[src/rtl/vga_pkg.sv]
// Purpose: shared 640x480@60 raster constants, cell-grid geometry and pixel type.
// Latency: n/a (definitions only).
// Backpressure: n/a; the raster free-runs.
package vga_pkg;

  localparam int H_VISIBLE = 640;
  localparam int H_FP      = 16;
  localparam int H_SYNC    = 96;
  localparam int H_BP      = 48;
  localparam int H_TOTAL   = H_VISIBLE + H_FP + H_SYNC + H_BP;

  localparam int V_VISIBLE = 480;
  localparam int V_FP      = 10;
  localparam int V_SYNC    = 2;
  localparam int V_BP      = 33;
  localparam int V_TOTAL   = V_VISIBLE + V_FP + V_SYNC + V_BP;

  localparam int CELL_SIZE = 16;
  localparam int FB_COLS   = 40;
  localparam int FB_ROWS   = 30;
  localparam int FB_BITS   = FB_COLS * FB_ROWS;

  localparam int CNT_W = 10;
  localparam int IDX_W = 11;

  typedef struct packed {
    logic [3:0] r;
    logic [3:0] g;
    logic [3:0] b;
  } rgb_t;

  // Row-major bit index of a 16x16 cell; callers pass the counter bits above the cell size.
  function automatic logic [IDX_W-1:0] cell_index(input logic [5:0] col, input logic [4:0] row);
    logic [IDX_W-1:0] r_ext;
    logic [IDX_W-1:0] c_ext;
    r_ext = IDX_W'(row);
    c_ext = IDX_W'(col);
    return r_ext * IDX_W'(FB_COLS) + c_ext;
  endfunction

endpackage

[src/rtl/vga_timing.sv]
// Purpose: horizontal/vertical raster counters with raw visible and active-low sync decode.
// Latency: decode is combinational from the counters; counters advance every cycle.
// Backpressure: none; free-running.
module vga_timing
  import vga_pkg::*;
#(
  parameter int H_VIS   = H_VISIBLE,
  parameter int H_FRONT = H_FP,
  parameter int H_PULSE = H_SYNC,
  parameter int H_BACK  = H_BP,
  parameter int V_VIS   = V_VISIBLE,
  parameter int V_FRONT = V_FP,
  parameter int V_PULSE = V_SYNC,
  parameter int V_BACK  = V_BP
) (
  input  logic             clock,
  input  logic             reset_n,
  output logic [CNT_W-1:0] h_cnt,
  output logic [CNT_W-1:0] v_cnt,
  output logic             visible,
  output logic             hsync_raw,
  output logic             vsync_raw
);

  localparam logic [CNT_W-1:0] H_LAST     = CNT_W'(H_VIS + H_FRONT + H_PULSE + H_BACK - 1);
  localparam logic [CNT_W-1:0] H_VIS_END  = CNT_W'(H_VIS);
  localparam logic [CNT_W-1:0] HS_FIRST   = CNT_W'(H_VIS + H_FRONT);
  localparam logic [CNT_W-1:0] HS_LAST    = CNT_W'(H_VIS + H_FRONT + H_PULSE - 1);
  localparam logic [CNT_W-1:0] V_LAST     = CNT_W'(V_VIS + V_FRONT + V_PULSE + V_BACK - 1);
  localparam logic [CNT_W-1:0] V_VIS_END  = CNT_W'(V_VIS);
  localparam logic [CNT_W-1:0] VS_FIRST   = CNT_W'(V_VIS + V_FRONT);
  localparam logic [CNT_W-1:0] VS_LAST    = CNT_W'(V_VIS + V_FRONT + V_PULSE - 1);

  always_ff @(posedge clock) begin
    if (!reset_n) begin
      h_cnt <= '0;
      v_cnt <= '0;
    end else if (h_cnt == H_LAST) begin
      h_cnt <= '0;
      v_cnt <= (v_cnt == V_LAST) ? '0 : v_cnt + 1'b1;
    end else begin
      h_cnt <= h_cnt + 1'b1;
    end
  end

  assign visible   = (h_cnt < H_VIS_END) && (v_cnt < V_VIS_END);
  assign hsync_raw = !((h_cnt >= HS_FIRST) && (h_cnt <= HS_LAST));
  assign vsync_raw = !((v_cnt >= VS_FIRST) && (v_cnt <= VS_LAST));

endmodule

[src/rtl/framebuffer_scan.sv]
// Purpose: scans a snapshotted 40x30 cell bitmap onto a 640x480 VGA raster.
// Latency: 1 cycle from counter state to registered sync/colour; no backpressure, free-running.
module framebuffer_scan
  import vga_pkg::*;
#(
  parameter logic [11:0] FG_COLOR = 12'hFFF,
  parameter logic [11:0] BG_COLOR = 12'h000,
  parameter int H_VIS   = H_VISIBLE,
  parameter int H_FRONT = H_FP,
  parameter int H_PULSE = H_SYNC,
  parameter int H_BACK  = H_BP,
  parameter int V_VIS   = V_VISIBLE,
  parameter int V_FRONT = V_FP,
  parameter int V_PULSE = V_SYNC,
  parameter int V_BACK  = V_BP
) (
  input  logic               clock,
  input  logic               reset_n,
  input  logic [FB_BITS-1:0] framebuffer,
  output logic               vga_hsync,
  output logic               vga_vsync,
  output logic [3:0]         vga_r,
  output logic [3:0]         vga_g,
  output logic [3:0]         vga_b,
  output logic               vblank_start
);

  localparam logic [CNT_W-1:0] SNAP_ROW = CNT_W'(V_VIS);

  logic [CNT_W-1:0]   h_cnt;
  logic [CNT_W-1:0]   v_cnt;
  logic               visible;
  logic               hsync_raw;
  logic               vsync_raw;
  logic               snap_point;
  logic [IDX_W-1:0]   cell_idx;
  logic [FB_BITS-1:0] shadow;
  rgb_t               pixel_d;
  rgb_t               pixel_q;

  vga_timing #(
    .H_VIS   (H_VIS),
    .H_FRONT (H_FRONT),
    .H_PULSE (H_PULSE),
    .H_BACK  (H_BACK),
    .V_VIS   (V_VIS),
    .V_FRONT (V_FRONT),
    .V_PULSE (V_PULSE),
    .V_BACK  (V_BACK)
  ) u_timing (
    .clock     (clock),
    .reset_n   (reset_n),
    .h_cnt     (h_cnt),
    .v_cnt     (v_cnt),
    .visible   (visible),
    .hsync_raw (hsync_raw),
    .vsync_raw (vsync_raw)
  );

  // First blanking line: the whole visible frame has been drawn from the old shadow.
  assign snap_point = (h_cnt == '0) && (v_cnt == SNAP_ROW);
  assign cell_idx   = visible ? cell_index(h_cnt[9:4], v_cnt[8:4]) : '0;

  always_comb begin
    pixel_d = '0;
    if (visible) begin
      pixel_d = shadow[cell_idx] ? rgb_t'(FG_COLOR) : rgb_t'(BG_COLOR);
    end
  end

  always_ff @(posedge clock) begin
    if (!reset_n) begin
      shadow       <= '0;
      vga_hsync    <= 1'b1;
      vga_vsync    <= 1'b1;
      pixel_q      <= '0;
      vblank_start <= 1'b0;
    end else begin
      if (snap_point) begin
        shadow <= framebuffer;
      end
      vblank_start <= snap_point;
      vga_hsync    <= hsync_raw;
      vga_vsync    <= vsync_raw;
      pixel_q      <= pixel_d;
    end
  end

  assign vga_r = pixel_q.r;
  assign vga_g = pixel_q.g;
  assign vga_b = pixel_q.b;

endmodule

[config.mk]
export PLATFORM = sky130hd
export DESIGN_NAME = framebuffer_scan
export DESIGN_NICKNAME = d
export VERILOG_FILES = /design/src/rtl/vga_pkg.sv /design/src/rtl/vga_timing.sv /design/src/rtl/framebuffer_scan.sv
export SDC_FILE = /design/constraint.sdc
export NUM_CORES = 2
export LEC_CHECK = 0
export BUFFER_PORTS_ARGS = -buffer_cell sky130_fd_sc_hd__buf_2
export CAP_MARGIN = 20
export CORE_AREA = 8 8 469 471
export DETAILED_ROUTE_END_ITERATION = 10
export DIE_AREA = 0 0 477 479
export PLACE_DENSITY = 0.48
export SLEW_MARGIN = 40
export SYNTH_ARGS = -nofsm -noshare
export SYNTH_HDL_FRONTEND = slang
export SYNTH_SLANG_ARGS = --single-unit
[constraint.sdc]
create_clock -name clock -period 8.2 [get_ports clock]
set_input_delay 0.82 -clock clock [delete_from_list [all_inputs] [get_ports clock]]
set_output_delay 0.82 -clock clock [all_outputs]
set_load 0.03 [all_outputs]
==> results.md <==
- Setup TNS: 0 ns
- Vias per cell: between 5 and 6
- CP Depth: 11
- WL per Instance: roughly 28 um
- CP most frequent cell: buf_4
- Initial antenna violation count: 65
- CTS tree: yes
- Yosys cell types: 87
- CP Data Arrival Time: 5.81 ns
- Cts repair resizes: 0
- Layout Skew: 0.02822 ns
- Worst hold path class: in2reg
- Sequential Power Share: 0.440
- Synthesized net count: 8232
- Largest delay share family, worst path: compound AO/OA/AOI/OAI gates
- Fmax: 0.1968 GHz
- Critical path origin: u_timing.v_cnt[5]$_SDFFE_PN0P_
- Min-delay src: framebuffer[788]
- Gr usage total: 0.2499
- # H-tree levels: 4
- Critical Path RT: 8.93 ns
- Sequential share of the synthesized area: 0.4544
- Pin count of the biggest net entering global routing: 199
- Hold Vio Cnt, Final: 0
- RSZ-0062 raised after global routing: false
- Setup bufs post-CTS: 0
- Critical-path maximum fanout: 62
- DR iter-0 viols: 5231
- Static Leakage: 0.02285 uW
- Drt pass-1 iters: 6
- Primary FF master, synth: dfxtp_1
- Core Region: 212900 sq um
- Synthesis Warnings: 0
- Worst Tran Pin Value: 0.8886 ns
- Status: finished, final reports clean
- PortBufs: 1216
- Initial core utilization: 0.2533
- CTS clk-pin slew, worst paths: 0.06 ns
- Syn avg cell area: 7.688 sq um
- CP peak stage delay: ~0.7 ns
- CTS buffer count: 151
- WP buf/inv: 2
- Period utilisation layout: 0.6197
- Peak VDD IR: 0.2131 mV
- Crit start category: flop
- RR Endpoint: vga_r[2]$_SDFF_PN0_
- Final Cell Area: 67500 sq um
- Sw Ratio: 0.2343
- #FFs+latches synth: 1224
- Crit Path Category: reg2reg
- Critical Path Sink Type: flop
- Internal: 10360 uW
- Final setup fails: 0
- Die span in y: approximately 480 um
- Min cycle time layout: 5.082 ns
- Combinational share of power: 0.038
- FFs w/ async S/R, synth: 0
- Die area: 228500 sq um
- Grt ovf: 0
- Post-synth EDFFs: 0
- Power per cell area: 200.3 nW/um^2
- Util after Layout: 0.3170
- Vias in the first global route: 54965
- DRC: 0
- Placed Area: between 60000 and 70000 sq um
- Site Rows: 170
- Final Max Slew Viols: 0
- Max-cap viol count: 0
- Detailed placement HPWL: approximately 220000 um
- DRT antenna net count: 0
- Clock latency on the worst-skew pair: roughly 0.81 ns
- Layout area overhead: 25.17%
- Sink Count: 1224
- CP max stage cell: o41ai_1
- Slew HR: 0.4044
- Worst r2r path cells: 11
- Fin nets: approximately 9100
- I/O pins: 1217
- R2R Setup Slk: 3.12 ns
- Sw power: 3168 uW
- Clock Path Buffers: 3
- Root buffer cell: clkbuf_16
- Final Wtd Congestion: 0.8731
- Post-Syn Area: 53930 sq um
- Die X: 477 um
- Share of layout cells above drive strength 1: 0.2164
- Critical-path cell list: a41oi_4, buf_4, nand2_8, buf_4, o22ai_1, o211ai_1, a21oi_1, o41ai_1, or3_1, o2111ai_1, a31oi_1
- CP endpoint: vga_r[2]$_SDFF_PN0_
- Via count: 55690
- Hold buffer count at CTS: 0
- Cells after Synth: 7015
- Post-Route WL: 304200 um
- First-pass GRT wire length: about 420000 um
- Clock Power Share: 0.522
- Reg2reg start: u_timing.v_cnt[5]$_SDFFE_PN0P_
-- worst min-delay path by stage --
| stage | cells past startpoint | slack, ns | to |
|---|---|---|---|
| 2_1_floorplan | 1 | 0.43 | vga_vsync$_SDFF_PN1_ |
| 3_3_place_gp | 2 | 0.43 | shadow[874]$_SDFFE_PN0P_ |
| 3_5_place_dp | 2 | 0.44 | shadow[310]$_SDFFE_PN0P_ |
| 4_1_cts | 3 | 0.17 | shadow[775]$_SDFFE_PN0P_ |
| 5_1_grt | 3 | 0.19 | shadow[426]$_SDFFE_PN0P_ |
| 6_report | 3 | 0.24 | shadow[788]$_SDFFE_PN0P_ |
-- worst register-to-register path, cell delays in order (launching register included) --
cell	delay (ns)
dfxtp_1	0.65
a41oi_4	0.39
buf_4	0.40
nand2_8	0.59
buf_4	0.68
o22ai_1	0.33
o211ai_1	0.17
a21oi_1	0.07
o41ai_1	0.69
or3_1	0.34
o2111ai_1	0.40
a31oi_1	0.29
-- placed cells by master, fill, tap and decap left out, drive strengths merged, types with 71 or more instances in the layout --
master / count
buf: 1305
nand2: 2496
dfxtp: 1224
inv: 86
o221ai: 72
clkbuf: 225
o22ai: 121
mux2i: 215
a221oi: 71
nor2: 98
a21oi: 1322
o21ai: 151
-- synthesized netlist by cell type (all sizes together) (44+ instances only) --
library cell / n / area (sq um)
clkbuf: 233 / 874.6
nand3: 44 / 237.7
o21ai: 151 / 767.0
nand2: 2496 / 9371
nor2: 98 / 375.4
mux2: 63 / 709.4
o221ai: 72 / 636.9
dfxtp: 1224 / 24500
inv: 72 / 270.3
o211ai: 54 / 405.4
buf: 385 / 2155
a221oi: 71 / 628.1
mux2i: 215 / 2152
o22ai: 121 / 757.0
a21oi: 1322 / 6616
-- kinds of logic after synthesis --
group,share of synthesized area
muxes,0.06267
buffers and inverters,0.06125
and+or+nand+nor,0.2018
xor gates and xnor gates,0.002923
DFF,0.4544
adders and majority gates,0.003759
AOI/OAI and AO/OA,0.2132
-- cell type report --
type / instances / area (sq um)
Tap cell: 2838 / 3551
Clock inverter: 53 / 748.2
Inverter: 73 / 291.5
Fill cell: 23094 / 145400
Antenna cell: 45 / 112.6
Timing Repair Buffer: 1308 / 7343
Multi-Input combinational cell: 5100 / 26470
Clock buffer: 222 / 4469
Sequential cell: 1224 / 24510
-- metal layers --
layer,track usage,up-vias,wire length [um],part of all wire
met5,0,-,63,0.00021
li1,-,25681,-,-
met1,0.3220,27107,129600,0.43
met4,0.09381,10,11690,0.038
met3,0.05086,459,19860,0.065
met2,0.4124,2433,142900,0.47
-- stage by stage --
stage               setup WS, ns  hold slack [ns]  std cells  total power, uW
finish                     3.118           0.2394      10863            13520
global route               2.981           0.1896      10847            13910
CTS                        2.993           0.1700      10812            13660
detailed placement         3.015           0.4406      10537             6592
global placement           2.838           0.4350      10521             6589
floorplan                  5.077           0.4250       7015             6170
-- power groups by stage --
stage | combinational, uW | clock [uW] | sequential, uW
6_report | 515 | 7060 | 5950
5_1_grt | 539 | 7430 | 5940
4_1_cts | 515 | 7190 | 5950
3_5_place_dp | 513 | 0 | 6080
3_3_place_gp | 510 | 0 | 6080
2_1_floorplan | 89.8 | 0 | 6080
-- flip-flops by register name, summed over array words and instances (netlist names) --
register / count
vblank_start: 1
vga_vsync: 1
shadow: 1200
vga_r: 1
vga_hsync: 1
u_timing.h_cnt: 10
u_timing.v_cnt: 10
Note: power is estimated with default switching activity, not from simulation.
